[config.mk]
export PLATFORM = sky130hd
export DESIGN_NAME = pc_sequencer
export DESIGN_NICKNAME = d
export VERILOG_FILES = /design/src/rtl/pc_pkg.sv /design/src/rtl/pc_sequencer_sat_counter.sv /design/src/rtl/pc_sequencer.sv
export SDC_FILE = /design/constraint.sdc
export NUM_CORES = 1
export LEC_CHECK = 0
export CORE_MARGIN = 4
export CORE_UTILIZATION = 47
export CTS_CLUSTER_DIAMETER = 40
export DETAILED_ROUTE_END_ITERATION = 8
export GPL_TIMING_DRIVEN = 0
export PLACE_DENSITY = 0.78
export SLEW_MARGIN = 25
export SYNTH_ARGS = -nofsm -noshare
export SYNTH_HDL_FRONTEND = slang
export SYNTH_HIERARCHICAL = 1
export SYNTH_SLANG_ARGS = --single-unit
[constraint.sdc]
create_clock -name Clk -period 3.1 [get_ports Clk]
set_input_delay 0.465 -clock Clk [delete_from_list [all_inputs] [get_ports Clk]]
set_output_delay 0.465 -clock Clk [all_outputs]
set_load 0.01 [all_outputs]
[src/rtl/pc_pkg.sv]
// Shared definitions for the program-counter sequencer.
//   PC_W     - width of PC and Jump_Address
//   RESET_PC - PC value loaded while Clear is low
//   CNT_W    - width of the saturating accepted-fetch counter
//   pc_state_e - sequencer states; code 2'b11 is unused and recovers to RUN
package pc_pkg;

    localparam int              PC_W     = 8;
    localparam logic [PC_W-1:0] RESET_PC = 8'h00;
    localparam int              CNT_W    = 16;

    typedef enum logic [1:0] {
        RUN     = 2'b00,
        BR_WAIT = 2'b01,
        HALTED  = 2'b10
    } pc_state_e;

endpackage

[src/rtl/pc_sequencer_sat_counter.sv]
// Saturating up-counter: counts enabled cycles and sticks at all-ones.
//   clk_i   - clock, rising edge
//   rst_ni  - asynchronous active-low clear to zero
//   en_i    - count this cycle
//   count_o - current count
module sat_counter #(
    parameter int W = 16
) (
    input  logic         clk_i,
    input  logic         rst_ni,
    input  logic         en_i,
    output logic [W-1:0] count_o
);

    logic [W-1:0] count_q, count_d;

    always_comb begin
        count_d = count_q;
        if (en_i && (count_q != {W{1'b1}})) begin
            count_d = count_q + {{(W-1){1'b0}}, 1'b1};
        end
    end

    always_ff @(posedge clk_i or negedge rst_ni) begin
        if (!rst_ni) begin
            count_q <= '0;
        end else begin
            count_q <= count_d;
        end
    end

    assign count_o = count_q;

endmodule

[src/rtl/pc_sequencer.sv]
// Program-counter stage feeding the jump-target adder and instruction fetch.
// On a taken branch the PC is held for one cycle (BR_WAIT) so the adder's
// registered target settles, then Jump_Address is loaded.
//   Clk          - clock, rising edge
//   Clear        - asynchronous active-low reset
//   Fetch_Ready  - instruction memory accepts the current PC
//   Stall        - downstream hazard, hold PC
//   Branch_Taken - taken branch resolved for the instruction at PC
//   Halt         - halt request, sticky until Clear
//   Jump_Address - registered branch target from the jump adder
//   PC           - current program counter
//   Fetch_Req    - fetch request (combinational)
//   Flush        - one-cycle pulse in the first BR_WAIT cycle
//   Halted       - sequencer is halted
//   Fetch_Count  - saturating count of accepted sequential fetches
module pc_sequencer #(
    parameter int                PC_W     = pc_pkg::PC_W,
    parameter logic [PC_W-1:0]   RESET_PC = pc_pkg::RESET_PC,
    parameter int                CNT_W    = pc_pkg::CNT_W
) (
    input  logic             Clk,
    input  logic             Clear,
    input  logic             Fetch_Ready,
    input  logic             Stall,
    input  logic             Branch_Taken,
    input  logic             Halt,
    input  logic [PC_W-1:0]  Jump_Address,
    output logic [PC_W-1:0]  PC,
    output logic             Fetch_Req,
    output logic             Flush,
    output logic             Halted,
    output logic [CNT_W-1:0] Fetch_Count
);

    import pc_pkg::*;

    pc_state_e        state_q, state_d;
    logic [PC_W-1:0]  pc_q, pc_d;
    logic             flush_q, flush_d;
    logic             halted_q;
    logic             advance;

    assign Fetch_Req = (state_q == RUN) && !Stall;

    always_comb begin
        state_d = state_q;
        pc_d    = pc_q;
        flush_d = 1'b0;
        advance = 1'b0;
        case (state_q)
            RUN: begin
                if (Halt) begin
                    state_d = HALTED;
                end else if (Branch_Taken) begin
                    // Branch beats Stall: PC must stay put so the adder sees it.
                    state_d = BR_WAIT;
                    flush_d = 1'b1;
                end else if (Fetch_Req && Fetch_Ready) begin
                    pc_d    = pc_q + {{(PC_W-1){1'b0}}, 1'b1};
                    advance = 1'b1;
                end
            end
            BR_WAIT: begin
                if (Halt) begin
                    state_d = HALTED;
                end else if (!Stall) begin
                    // PC unchanged since the branch, so the target is still valid.
                    pc_d    = Jump_Address;
                    state_d = RUN;
                end
            end
            HALTED: begin
                state_d = HALTED;
            end
            default: begin
                state_d = RUN;
            end
        endcase
    end

    always_ff @(posedge Clk or negedge Clear) begin
        if (!Clear) begin
            state_q  <= RUN;
            pc_q     <= RESET_PC;
            flush_q  <= 1'b0;
            halted_q <= 1'b0;
        end else begin
            state_q  <= state_d;
            pc_q     <= pc_d;
            flush_q  <= flush_d;
            halted_q <= (state_d == HALTED);
        end
    end

    sat_counter #(.W(CNT_W)) u_fetch_cnt (
        .clk_i   (Clk),
        .rst_ni  (Clear),
        .en_i    (advance),
        .count_o (Fetch_Count)
    );

    assign PC     = pc_q;
    assign Flush  = flush_q;
    assign Halted = halted_q;

endmodule

==> results.json <==
{
  "netlist_top_cells_area": "dfrtp_1, a21oi_1, nand3_1",
  "avgSynthCellArea_um2": 10.4,
  "port-buffer-count": 40,
  "cts_root_buffer": "clkbuf_4",
  "viasPerCell": 5.59,
  "die_x_um": 64.3,
  "synth-seq-cells": 27,
  "dr.first_iter.drc_count": 82,
  "ys_types": 42,
  "postSynthNetCount": 159,
  "die_h_um": 64.3,
  "dp_cells": 227,
  "ctsResizeCount": 0,
  "synth_edf_count": 0,
  "relSlewSlack": 0.346,
  "setup_viol": 0,
  "drc": 0,
  "end_kind": "flop",
  "period_needed_ns": 2.74,
  "rows": 20,
  "dr.pass1.iters": 4,
  "synth.top_cell.area_share": 0.453,
  "hpwl_um": 2640,
  "fillerInstances": 278,
  "start_util": 0.489,
  "clkTransAtPathRegs_ns": 0.13,
  "async_reset_ff_frac": 1.00,
  "syn_area_um2": 1490,
  "fin_skew_ns": 0.00212,
  "criticalPathCategory": "in2reg",
  "startpoint_type": "input port",
  "p_per_area_nw_per_um2": 281,
  "die-area_um2": 4140,
  "drive_gt1_frac": 0.112,
  "area_growth_pct": 32.0,
  "io_pins": 41,
  "cts_buffer_depth": 2,
  "syn_inst": 143,
  "hold_class": "in2async",
  "wl_per_cell_um": 14.8,
  "rsz0062_at_grt": "false",
  "cts_tree": "built",
  "antenna_found_initial": 0,
  "clk_latency_ns": 0.31,
  "ant_nets": 0,
  "postCtsSetupBuffers": 0,
  "yosysTopAreaCell": "dfrtp_1",
  "yosysMostFrequentCell": "dfrtp_1",
  "worst_pin_slew_ns": 0.967,
  "yosysSeqAreaShare": 0.453,
  "core_area_um2": 3050,
  "worstPathArrival_ns": 2.95,
  "synthTopCellsByCount": "dfrtp_1, a21oi_1, nand2_1",
  "report.final.slew_viol_count": 0,
  "synth_top_flop_cell": "dfrtp_1",
  "p_leak_nw": 0.841,
  "grt_pass1_wl_um": 5750,
  "clock-sinks": 27,
  "period_share": 0.884,
  "gp_congestion": 0.780,
  "required_ns": 3.31,
  "setup_tns_ns": 0,
  "grt_pass1_vias": 1273,
  "status": "finished, final reports clean",
  "nNetsFinal": 204,
  "cts_buffers": 3,
  "holdBufCountCts": 0,
  "fin_cells": 231,
  "fmax_ghz": 0.365,
  "p_total_mw": 0.553,
  "routed_wl_um": 3420,
  "ys.warnings.count": 6,
  "grt_start_max_net_pins": 28,
  "grt_overflow": 0,
  "max-vdd-ir-drop_mv": 0.190,
  "htree_levels": 1,
  "grtUsageTotal": 0.173,
  "cp_max_fo": 5,
  "hold_viol": 0,
  "antenna_cells": 0,
  "num_vias": 1292,
  "maxCapViolCount": 0
}
==> path summary, 6_finish.rpt <==
| check | cells past startpoint | from | endpoint | slack (ns) |
|---|---|---|---|---|
| worst max-delay path | 7 | Halt | u_fetch_cnt/count_o[10]$_DFFE_PN0P_ | 0.36 |
| worst min-delay path | 1 | Clear | PC[1]$_DFFE_PN0P_ | 0.13 |
| worst max register to register | 6 | Halted$_DFF_PN0_ | u_fetch_cnt/count_o[10]$_DFFE_PN0P_ | 0.49 |
| worst min register to register | 1 | u_fetch_cnt/count_o[15]$_DFFE_PN0P_ | u_fetch_cnt/count_o[15]$_DFFE_PN0P_ | 0.53 |
| max in group asynchronous | 1 | Clear | u_fetch_cnt/count_o[7]$_DFFE_PN0P_ | 2.58 |
| min in group Clk | 1 | u_fetch_cnt/count_o[15]$_DFFE_PN0P_ | u_fetch_cnt/count_o[15]$_DFFE_PN0P_ | 0.53 |
==> cells by family (layout without fill, tap and decap cells) <==
kind of cell / count (synthesis) / after routing / synth area share
AOI/OAI and AO/OA: 42 / 42 / 0.184
xor gates and xnor gates: 7 / 7 / 0.0411
adders and majority gates: 2 / 2 / 0.0168
buffers and inverters: 4 / 48 / 0.0210
DFF: 27 / 27 / 0.453
muxes: 2 / 2 / 0.0143
and+or+nand+nor: 59 / 59 / 0.270
==> state kept, by name (all words and copies together), names as in the netlist <==
signal	count
state_q	1
Flush	1
u_fetch_cnt/count_o	16
PC	8
Halted	1
==> placed cells by master, fill, tap and decap left out, drive strengths merged, types with 2 or more instances in the layout <==
cell type / Yosys / final
clkdlybuf4s50: 0 / 39
dfrtp: 27 / 27
a21oi: 14 / 14
nand2: 13 / 13
nand3: 11 / 11
o21ai: 11 / 11
nand4: 10 / 10
o21a: 6 / 6
xnor2: 5 / 5
nor2: 5 / 5
and3: 4 / 4
clkbuf: 0 / 4
buf: 3 / 4
and4: 4 / 4
nand2b: 3 / 3
a31oi: 3 / 3
nor3: 3 / 3
o22ai: 2 / 2
ha: 2 / 2
xor2: 2 / 2
nor4: 2 / 2
a2bb2oi: 2 / 2
==> through the flow <==
step                hold WS, ns  area [um^2]  setup slack, ns  utilization
floorplan                 0.169         1490            0.753            -
global placement          0.514         1950           0.0240        0.638
detailed placement        0.508         1940           0.0293        0.636
CTS                       0.144         1970            0.379        0.645
global route              0.155         1970            0.200        0.645
finish                    0.130         1970            0.360        0.645
==> worst max-delay path, cell delays in order <==
cell             delay [ns]
clkdlybuf4s50_1        0.42
or2_2                  0.34
nor4b_1                0.80
nand2_1                0.33
nor3_2                 0.28
nand4_1                0.16
xnor2_1                0.15
==> cell type report <==
cell class | instances | area (um^2) | share of cell area
repair buffers | 40 | 395 | 0.201
flip-flops and latches | 27 | 676 | 0.343
clock buffers | 4 | 26.3 | 0.0134
multi-input cells | 112 | 785 | 0.399
inverters | 1 | 3.75 | 0.00191
plain buffers | 3 | 27.5 | 0.0140
well taps | 44 | 55.1 | 0.0280
==> where the power goes <==
group          internal, mW  leakage, nW  switching (mW)  total (mW)
logic                0.0267        0.456          0.0186      0.0453
registers             0.357        0.370         0.00624       0.363
clock network        0.0503       0.0150          0.0947       0.145
==> metal layers <==
metal  GRT usage  vias to the layer above  share of wire
li1            -                      638              -
met1       0.201                      615           0.43
met2       0.313                       35           0.51
met3      0.0457                        4          0.059
met4      0.0449                        0         0.0056
met5           0                        -              0
Power figures use the tool's default switching activity.
==> RTL change 1 (same flow settings) <==
Change the package constant `PC_W` from 8 to 12.
--- a/src/rtl/pc_pkg.sv
+++ b/src/rtl/pc_pkg.sv
@@ -5,7 +5,7 @@
 //   pc_state_e - sequencer states; code 2'b11 is unused and recovers to RUN
 package pc_pkg;
 
-    localparam int              PC_W     = 8;
+    localparam int              PC_W     = 12;
     localparam logic [PC_W-1:0] RESET_PC = 8'h00;
     localparam int              CNT_W    = 16;
 
Ports: changed (resized Jump_Address and PC); port bits go from 41 to 49. The function was not compared with the original's and may differ.
==> RTL change 1 against the unedited design <==
Area after synthesis up 21%; sequential power rose by 17%; routed wire length increased by 27%; first-iteration DRC count rose by 96%; worst setup slack improved by 0.12 ns; highest routed layer unchanged; clock skew up 0.0061 ns; largest cell class unchanged; via count up 26%; final area up 26%; power increased by 63%; final cell count up 22%; sequential cell count up 4; global-route usage increased by 1.8 points.
==> RTL change 1: results <==
{
  "status": "finished, final reports clean",
  "num-multi-input-gates": 134,
  "ys_seq_area_frac": 0.4303,
  "ctsHtreeMaxLevel": 2,
  "drive_above_1_share": 0.1631,
  "hpwlAfterDp_um": 3063,
  "met3_length_um": 264,
  "cts_root_buf": "clkbuf_8",
  "relSlewSlack": 0.4973,
  "cts_sinks": 31,
  "grt_first_pass_wirelength_um": 7603,
  "power.internal_uw": 716.3,
  "synth-xor-area-share": 0.03400,
  "numPortBuffers": 48,
  "gr-usage-met3": 0.06187,
  "netlist.area_leader.share": 0.4303,
  "arrival_ns": 2.79,
  "p_leak_uw": 0.001055,
  "clkCellAreaFrac": 0.04731,
  "signal_buffers": 58,
  "insertion_delay_ns": 0.28,
  "preCtsSetupSlack_ns": 0.1992,
  "syn_area_per_cell_um2": 10.30,
  "synthTopCellsByCount": "31 x dfrtp_1, 15 x nand2_1, 14 x a21oi_1, 10 x nand3_1, 9 x nand4_1",
  "muxShareOfSynthArea": 0.02290,
  "use_met1": 0.2571,
  "inverters": 2,
  "bufAreaShareNonClock": 0.2260,
  "use_met2": 0.2938,
  "final_cells": 281,
  "powerClk_uw": 407,
  "synthDistinctLibCells": 45,
  "synth_compound_area_frac": 0.2054,
  "synth_area_leaders": "dfrtp_1 43%, a21oi_1 3.9%, nand2_1 3.1%, nand4_1 3.1%, nand3_1 2.8%",
  "path_clk_slew_ns": 0.07,
  "nets": 252,
  "routedWlPerCell_um": 15.49,
  "grtUsageTotal": 0.1909,
  "grt_start_max_net_pins": 29,
  "placed_cells": 272,
  "syn_nets": 195,
  "cp_slowest_cell": "nor3b_1",
  "nFillCells": 298,
  "seq-power_uw": 423,
  "vias": 1624,
  "multiInputGateArea_um2": 963.4,
  "ir_drop_uv": 356.4,
  "n_clock_buffer": 6,
  "globalplace.congestion": 0.8002,
  "period_needed_ns": 2.624,
  "synth-adder-area-share": 0.01388,
  "seq_area_um2": 775.7
}
[RTL change 1: cell types whose count changed after synthesis, moves of 2 or more]
| cell | before | now |
|---|---|---|
| nor2_1 | 4 | 7 |
| o22ai_1 | 2 | 5 |
| a2bb2oi_2 | 1 | 3 |
| buf_4 | 0 | 4 |
| a32oi_1 | 1 | 3 |
| mux2i_1 | 1 | 3 |
| buf_2 | 1 | 3 |
| nand4_2 | 1 | 3 |
| dfrtp_1 | 27 | 31 |
| nand2_1 | 13 | 15 |
[RTL change 1: metrics by stage]
step                      hold slack [ns]  power (µW)  area (µm²)  utilization
final                              0.5418       901.9        2486       0.6740
after global routing               0.5715       945.5        2486       0.6740
after CTS                          0.5294       913.3        2486       0.6740
after detailed placement           0.2894       501.5        2359       0.6394
after global placement             0.5295       498.6        2344       0.6353
after floorplan                    0.1694       447.3        1803            -
[RTL change 1: repair_timing]
action                    CTS  global route
hold endpoints to repair    3             0
setup buffers               0             0
hold buffers                1             0
==> RTL change 2 (same flow settings) <==
Without the edit above. Register the output `Fetch_Count`; this adds one clock of latency there. The other outputs are not delayed to match.
--- a/src/rtl/pc_sequencer.sv
+++ b/src/rtl/pc_sequencer.sv
@@ -33,6 +33,8 @@
 );
 
     import pc_pkg::*;
+
+    logic [CNT_W-1:0] Fetch_Count_d;
 
     pc_state_e        state_q, state_d;
     logic [PC_W-1:0]  pc_q, pc_d;
@@ -96,12 +98,16 @@
         .clk_i   (Clk),
         .rst_ni  (Clear),
         .en_i    (advance),
-        .count_o (Fetch_Count)
+        .count_o (Fetch_Count_d)
     );
 
     assign PC     = pc_q;
     assign Flush  = flush_q;
     assign Halted = halted_q;
 
+    always_ff @(posedge Clk) begin
+        Fetch_Count <= Fetch_Count_d;
+    end
+
 endmodule
 
Function: changed (a bounded check fails within 4 cycles, from zero or initial values).
==> RTL change 2 against the unedited design <==
Register-to-register slack improved by 0.32 ns; hold slack better by 0.049 ns; first-iteration DRC count fell by 17%; final area increased by 20%; combinational power rose by 2%; sequential cell count is 16 higher; routed wire length is 14% higher; fmax up 9.7%; worst setup slack better by 0.24 ns; power grew 71%; critical endpoint unchanged; area after synthesis grew 22%.
==> RTL change 2: results <==
{
  "wl_met1_um": 1605,
  "drive_above_1_share": 0.1262,
  "syn_nets": 174,
  "routedWlPerCell_um": 15.35,
  "ys_seq_area_frac": 0.5478,
  "ir_drop_uv": 262.9,
  "ctsHtreeMaxLevel": 2,
  "nets": 221,
  "via_per_inst": 5.461,
  "grt_pass1_vias": 1462,
  "use_met2": 0.2844,
  "cts_root_buf": "clkbuf_8",
  "synthDistinctLibCells": 44,
  "muxShareOfSynthArea": 0.01170,
  "met3_length_um": 212,
  "insertion_delay_ns": 0.28,
  "p_leak_uw": 0.0009860,
  "syn_inst": 158,
  "synth_compound_area_frac": 0.1555,
  "dr_wl_met2_um": 2029,
  "use_met1": 0.1799,
  "synth_area_leaders": "dfrtp_1 37%, dfxtp_1 18%, a21oi_1 3.6%, nand4_1 3.1%, nand3_1 2.5%",
  "hpwlAfterDp_um": 2908,
  "path_clk_slew_ns": 0.07,
  "clock_skew_ns": 0.003070,
  "globalplace.congestion": 0.7852,
  "synthArstFlopShare": 0.6279,
  "grt_first_pass_wirelength_um": 6451,
  "arrival_ns": 2.66,
  "synthTopCellsByCount": "27 x dfrtp_1, 16 x dfxtp_1, 13 x a21oi_1, 12 x nand2_1",
  "synth-adder-area-share": 0.01376,
  "grtUsageTotal": 0.1626,
  "status": "finished, final reports clean"
}
RTL change 2: kinds of logic (layout without fill, tap and decap cells):
family / count (synthesis) / count (layout)
AND/OR/NAND/NOR: 57 / 57
buffers and inverters: 5 / 53
flip-flops: 43 / 43
adder cells (fa/ha/maj): 2 / 2
multiplexers: 2 / 2
XOR/XNOR: 7 / 7
AO/OA/AOI/OAI: 42 / 42
RTL change 2: cell type report:
type | count | area (µm²) | share of cell area
multi-input cells | 110 | 790.8 | 0.3349
repair buffers | 40 | 395.4 | 0.1675
inverters | 2 | 7.507 | 0.003180
clock buffers | 7 | 76.32 | 0.03233
well taps | 48 | 60.06 | 0.02544
clock inverters | 1 | 5.005 | 0.002120
flip-flops and latches | 43 | 996.0 | 0.4218
plain buffers | 3 | 30.03 | 0.01272
RTL change 2: final timing paths:
kind                                                end  slack (ns)  cells after the start
worst max-delay path            u_fetch_cnt/count_o[10]        0.60                      7
worst min-delay path                              Flush        0.18                      1
worst max register to register  u_fetch_cnt/count_o[10]        0.81                      6
worst min register to register           Fetch_Count[1]        0.44                      0
max in group asynchronous        u_fetch_cnt/count_o[3]        2.52                      1
min in group Clk                         Fetch_Count[1]        0.44                      0
RTL change 2: where the power goes:
| part | total, µW | internal, µW | switching, µW |
|---|---|---|---|
| Clock | 327 | 158 | 169 |
| Sequential | 570 | 564 | 6.88 |
| Combinational | 46.3 | 27.0 | 19.3 |
RTL change 2: per-stage QoR:
stage | cell area, µm² | utilization | setup slack (ns)
global route | 2361 | 0.6401 | 0.4494
floorplan | 1818 | - | 0.7619
detailed placement | 2273 | 0.6164 | -0.1204
finish | 2361 | 0.6401 | 0.6028
global placement | 2278 | 0.6177 | -0.05120
CTS | 2355 | 0.6384 | 0.1783
